--- src/rtl/branch_predictor.sv ---
// Direct-mapped BTB with 2-bit bimodal counters: zero-latency IF lookup, MEM-stage update,
// misprediction detection and saturating performance counters.
module branch_predictor #(
   parameter int unsigned XLEN    = 32,
   parameter int unsigned ENTRIES = 64,
   parameter int unsigned TAG_W   = 10,
   parameter int unsigned CNT_W   = 32
) (
   input  logic             clk,
   input  logic             reset,
   input  logic [XLEN-1:0]  if_pc,
   output logic             pred_hit,
   output logic             pred_taken,
   output logic [XLEN-1:0]  pred_npc,
   input  logic             upd_valid,
   input  logic [XLEN-1:0]  upd_pc,
   input  logic             upd_is_branch,
   input  logic             upd_is_jump,
   input  logic             upd_taken,
   input  logic [XLEN-1:0]  upd_target,
   input  logic             upd_pred_taken,
   input  logic [XLEN-1:0]  upd_pred_npc,
   output logic             mispredict,
   output logic [XLEN-1:0]  correct_pc,
   output logic [CNT_W-1:0] perf_branches,
   output logic [CNT_W-1:0] perf_mispred
);

   localparam int unsigned IDX_W = $clog2(ENTRIES);

   if (ENTRIES < 4 || (1 << IDX_W) != ENTRIES || IDX_W + TAG_W + 2 > XLEN) begin : g_bad_params
      $error("branch_predictor: illegal ENTRIES/TAG_W/XLEN combination");
   end

   logic [ENTRIES-1:0] valid_q;
   logic [1:0]         ctr_q    [ENTRIES];
   logic [TAG_W-1:0]   tag_q    [ENTRIES];
   logic [XLEN-1:0]    target_q [ENTRIES];
   logic               jump_q   [ENTRIES];

   logic [IDX_W-1:0] l_idx;
   logic [IDX_W-1:0] u_idx;
   logic [TAG_W-1:0] l_tag;
   logic [TAG_W-1:0] u_tag;
   logic             upd_hit;
   logic             upd_active;
   logic             stale_clear;
   logic [XLEN-1:0]  actual_npc;
   logic [1:0]       ctr_nxt;
   logic             unused_pc_bits;

   // Only the index/tag fields of the PCs are decoded; the remaining bits are folded here.
   assign unused_pc_bits = ^{if_pc, upd_pc};

   // IF-stage lookup, combinational and without bypass from a same-cycle update
   assign l_idx      = if_pc[IDX_W+1:2];
   assign l_tag      = if_pc[IDX_W+TAG_W+1:IDX_W+2];
   assign pred_hit   = valid_q[l_idx] && (tag_q[l_idx] == l_tag);
   assign pred_taken = pred_hit && (jump_q[l_idx] || ctr_q[l_idx][1]);
   assign pred_npc   = pred_taken ? target_q[l_idx] : if_pc + XLEN'(4);

   // MEM-stage resolution
   assign u_idx       = upd_pc[IDX_W+1:2];
   assign u_tag       = upd_pc[IDX_W+TAG_W+1:IDX_W+2];
   assign upd_hit     = valid_q[u_idx] && (tag_q[u_idx] == u_tag);
   assign upd_active  = upd_valid && (upd_is_branch || upd_is_jump);
   assign stale_clear = upd_valid && !upd_is_branch && !upd_is_jump && upd_pred_taken && upd_hit;
   assign actual_npc  = upd_taken ? upd_target : upd_pc + XLEN'(4);
   assign mispredict  = upd_valid && (actual_npc != upd_pred_npc);
   assign correct_pc  = actual_npc;

   // Counter for the written entry: fresh allocation, saturating step on a hit, jumps pinned high
   always_comb begin
      ctr_nxt = upd_taken ? 2'b10 : 2'b01;
      if (upd_is_jump) begin
         ctr_nxt = 2'b11;
      end else if (upd_hit) begin
         ctr_nxt = ctr_q[u_idx];
         if (upd_taken && ctr_q[u_idx] != 2'b11) begin
            ctr_nxt = ctr_q[u_idx] + 2'd1;
         end else if (!upd_taken && ctr_q[u_idx] != 2'b00) begin
            ctr_nxt = ctr_q[u_idx] - 2'd1;
         end
      end
   end

   // Reset-bearing state: valid bits, counters and performance counters
   always_ff @(posedge clk or posedge reset) begin
      if (reset) begin
         valid_q       <= '0;
         for (int i = 0; i < int'(ENTRIES); i++) begin
            ctr_q[i] <= 2'b01;
         end
         perf_branches <= '0;
         perf_mispred  <= '0;
      end else begin
         if (upd_active) begin
            valid_q[u_idx] <= 1'b1;
            ctr_q[u_idx]   <= ctr_nxt;
         end else if (stale_clear) begin
            valid_q[u_idx] <= 1'b0;
         end
         if (upd_active && perf_branches != '1) begin
            perf_branches <= perf_branches + CNT_W'(1);
         end
         if (mispredict && perf_mispred != '1) begin
            perf_mispred <= perf_mispred + CNT_W'(1);
         end
      end
   end

   // Payload fields are only meaningful under valid, so they carry no reset
   always_ff @(posedge clk) begin
      if (upd_active) begin
         tag_q[u_idx]    <= u_tag;
         target_q[u_idx] <= upd_target;
         jump_q[u_idx]   <= upd_is_jump;
      end
   end

endmodule

--- config.mk ---
export PLATFORM = sky130hd
export DESIGN_NAME = branch_predictor
export DESIGN_NICKNAME = d
export VERILOG_FILES = /design/src/rtl/branch_predictor.sv
export SDC_FILE = /design/constraint.sdc
export NUM_CORES = 2
export LEC_CHECK = 0
export ABC_AREA = 1
export BUFFER_PORTS_ARGS = -buffer_cell sky130_fd_sc_hd__buf_2
export CAP_MARGIN = 5
export CELL_PAD_IN_SITES_DETAIL_PLACEMENT = 0
export CELL_PAD_IN_SITES_GLOBAL_PLACEMENT = 1
export CORE_AREA = 2 2 546 548
export DETAILED_ROUTE_END_ITERATION = 7
export DIE_AREA = 0 0 548 550
export PLACE_DENSITY_LB_ADDON = 0.12
export SLEW_MARGIN = 30
export SYNTH_ARGS = -nofsm -noshare
export SYNTH_HDL_FRONTEND = slang
export SYNTH_SLANG_ARGS = --single-unit
--- constraint.sdc ---
create_clock -name clk -period 15.8 [get_ports clk]
set_input_delay 0 -clock clk [delete_from_list [all_inputs] [get_ports clk]]
set_output_delay 0 -clock clk [all_outputs]
set_load 0.05 [all_outputs]
==> results_dict.tcl <==
set metrics [dict create \
    status "finished, final reports clean" \
    die_x_um 548 \
    setup_tns_ns 0 \
    drt_first_iter_violations 14686 \
    worstHoldEndpoint "tag_q[48][3]" \
    finalCritPeriodShare_pct 40.8 \
    r2r_cells 21 \
    clockBufferDepth 4 \
    hold_viol_final 0 \
    vias 102071 \
    holdPathStages 2 \
    cts_hold_buf 49 \
    h-tree-depth 5 \
    io_buffers 265 \
    powerDensity_mw_per_mm2 124 \
    grt_max_degree 193 \
    seq_area_mm2 0.0891 \
    crit_fanout 192 \
    cp_common_cell "buf_4" \
    nets 12834 \
    gp_congestion 0.933 \
    criticalPathCategory "in2out" \
    ir_drop_uv 106 \
    layout-drive-gt1-share_pct 9.09 \
    synthArstFlopShare_pct 8.51 \
    start_util_pct 44.8 \
    reg2reg_slack_ns 11.77 \
    ys_top_cells_by_area "edfxtp_1 (62%), nand2_1 (9.4%), o21ai_0 (5.8%)" \
    ys_seq_elements 3008 \
    cts_tree "built" \
    cts_resized 0 \
    postRouteWirelength_mm 528 \
    synth_nets 12749 \
    post-synth-top-area-cell "edfxtp_1" \
    cp_cell_sequence "buf_8, buf_12, buf_4, buf_4, buf_12, buf_4, o21ai_0, o221ai_1, o211ai_1, nand4_1, nand3_1, nand2_1, clkinv_1, nand4_1, nand2_1, inv_1, buf_2" \
    crit_path_start "if_pc[2]" \
    grt_pass1_vias 95070 \
    pre_cts_slack_ns 9.31 \
    post_cts_buffers 0 \
    ant_nets 0 \
    required_ns 15.80 \
    synth_flop_cell "edfxtp_1" \
    multi_input_area_mm2 0.0379 \
    antenna_found_initial 51 \
    clk_pin_slew_ns 0.06 \
    setup_ws_ns 9.35 \
    worst_slew_pin_slew_ns 1.06 \
    reg2reg_from "tag_q[11][7]" \
    clock-sinks 3008 \
    worst-path-buf-inv 9 \
    cp_slowest_stage_delay_ns 0.75 \
    cp.arrival_ns 6.45 \
    die-area_mm2 0.301 \
    synth_edf_count 2752 \
    syn_area_per_cell_um2 10.5 \
    first_pass_iters 8 \
    yosys_warnings 0 \
    area_delta_synth_final_pct 12.5 \
    setup_violations 0 \
    yosysUniqueCellTypes 56 \
    holdCritStartpoint "upd_pc[11]" \
    start_kind "primary input" \
    leakagePower_nw 54.9 \
    fillers 26379 \
    synth_top_area_share_pct 62.4 \
    core_mm2 0.296 \
    p_total_mw 18.5 \
    dpl.hpwl_mm 296 \
    yosysSeqAreaShare_pct 67.3 \
    crit_slowest_cell "buf_4" \
    cts_made_buffers 335 \
    dieHeight_um 550 \
    synth.most_common_cell "nand2_1" \
    grt_pass1_wl_mm 731 \
    yosys-top-cells-count "nand2_1 (3318), edfxtp_1 (2752), nor2_1 (1571)" \
    crit_family "buffers and inverters" \
    root_buffer "clkbuf_16" \
    synth_area_mm2 0.133 \
    whs_ns 0.0801 \
    syn_inst 12608 \
    grt-ovfl-total 0 \
    max_freq_mhz 155 \
    clkLatencyLatePin_ns 0.96 \
    post-route-drc-count 0 \
    rsz0062_at_grt "false" \
    end_kind "primary output" \
    num_rows 200 \
    avgViaCountPerCell 6.03 \
    slew_headroom_pct 29.1 \
    slew_violations 0 \
    avgRoutedWirePerCell_um 31.2 \
    hold_path_class "in2reg" \
    fin_skew_ns 0.0629 \
    maxCapViolations 0 \
    ios 266 \
    grt_use_total_pct 34.2 \
    fin_crit_ns 6.45 \
]
[placed cells by master (no fill, tap or decap), types with 64 or more instances in the layout]
master     count
dfstp_2       64
o211ai_1     174
nor3_1        86
nand4_1      107
inv_1        426
o221ai_1     188
buf_4        225
clkbuf_16    345
xor2_1        70
clkinv_1      74
a21oi_1      208
dfrtp_1      192
nand3_1      455
o21ai_0     1536
buf_2        254
edfxtp_1    2752
o22ai_1      329
nand2_1     3318
clkbuf_1      76
nor2_1      1563
inv_4         65
[worst register-to-register path, cell delays in order, from the launching register on]
cell	delay, ns
edfxtp_1	0.40
nand2_1	0.08
o21ai_0	0.10
nand2_1	0.09
nand2_1	0.06
nand2_1	0.07
nand2_1	0.08
nand2_1	0.06
nand2_1	0.17
nor2_1	0.45
nand2_1	0.11
nand2_1	0.16
nand2_1	0.07
inv_1	0.05
nand2_1	0.12
nor2_1	0.13
nand2_1	0.14
inv_2	0.51
buf_4	0.60
nand3b_1	0.29
nand2_1	0.14
nand2_1	0.05
[metrics by stage]
stage / cell area (um^2) / std cells / util, %
2_1_floorplan: 133000 / 12608 / -
3_5_place_dp: 138000 / 16243 / 46.5
4_1_cts: 149000 / 16902 / 50.4
6_report: 149000 / 16923 / 50.4
5_1_grt: 149000 / 16913 / 50.4
3_3_place_gp: 137000 / 16239 / 46.5
[worst max path at each step]
stage,slack (ns),cells after the start,end
after detailed placement,9.31,13,pred_npc[7]
after floorplan,8.86,1,async pin
after CTS,9.32,13,pred_npc[7]
final,9.35,17,pred_npc[31]
after global placement,9.37,24,pred_npc[7]
after global routing,9.15,22,pred_npc[7]
[cell families (layout without fill, tap and decap cells)]
logic type      count (synthesis)  count (layout)  share of synthesized area [%]
other cells                     0              18                              0
xor+xnor                       96              96                          0.635
buf+inv                      1322            1680                           4.21
flops                        3008            3008                           67.3
fa+ha+maj                       6               6                         0.0567
compound gates               2562            2562                           11.0
simple gates                 5614            5614                           16.9
[sequential cells by signal, indices dropped and copies added, names as in the netlist, named ones only]
signal / cells
perf_branches: 32
target_q: 2048
perf_mispred: 32
ctr_q: 128
jump_q: 64
tag_q: 640
[where the power goes]
part,switching [mW],total [mW],leakage (nW),internal [mW]
Sequential,0.0859,8.93,27.9,8.84
Clock,3.30,7.93,5.33,4.63
Combinational,1.22,1.60,21.6,0.376
Total,4.60,18.5,54.9,13.9
[layout make-up]
class                      instances  share of cell area (%)
sequential                      3008                    59.8
multi-input combinational       8278                    25.4
clock buffer                     430                    6.07
tap                             3939                    3.31
timing repair buffer             555                    2.64
inverter                         515                    1.46
clock inverter                   180                    1.28
antenna                           18                  0.0302
[per-layer routing]
layer  track usage, %  vias to the layer above  routed length, um
met2             52.9                     5744             237000
met1             46.3                    50919             209000
met5                0                        -                 67
met3             5.99                     1037              49800
met4             18.3                       10              32000
li1                 -                    44361                  -
(Power assumes the default switching activity.)
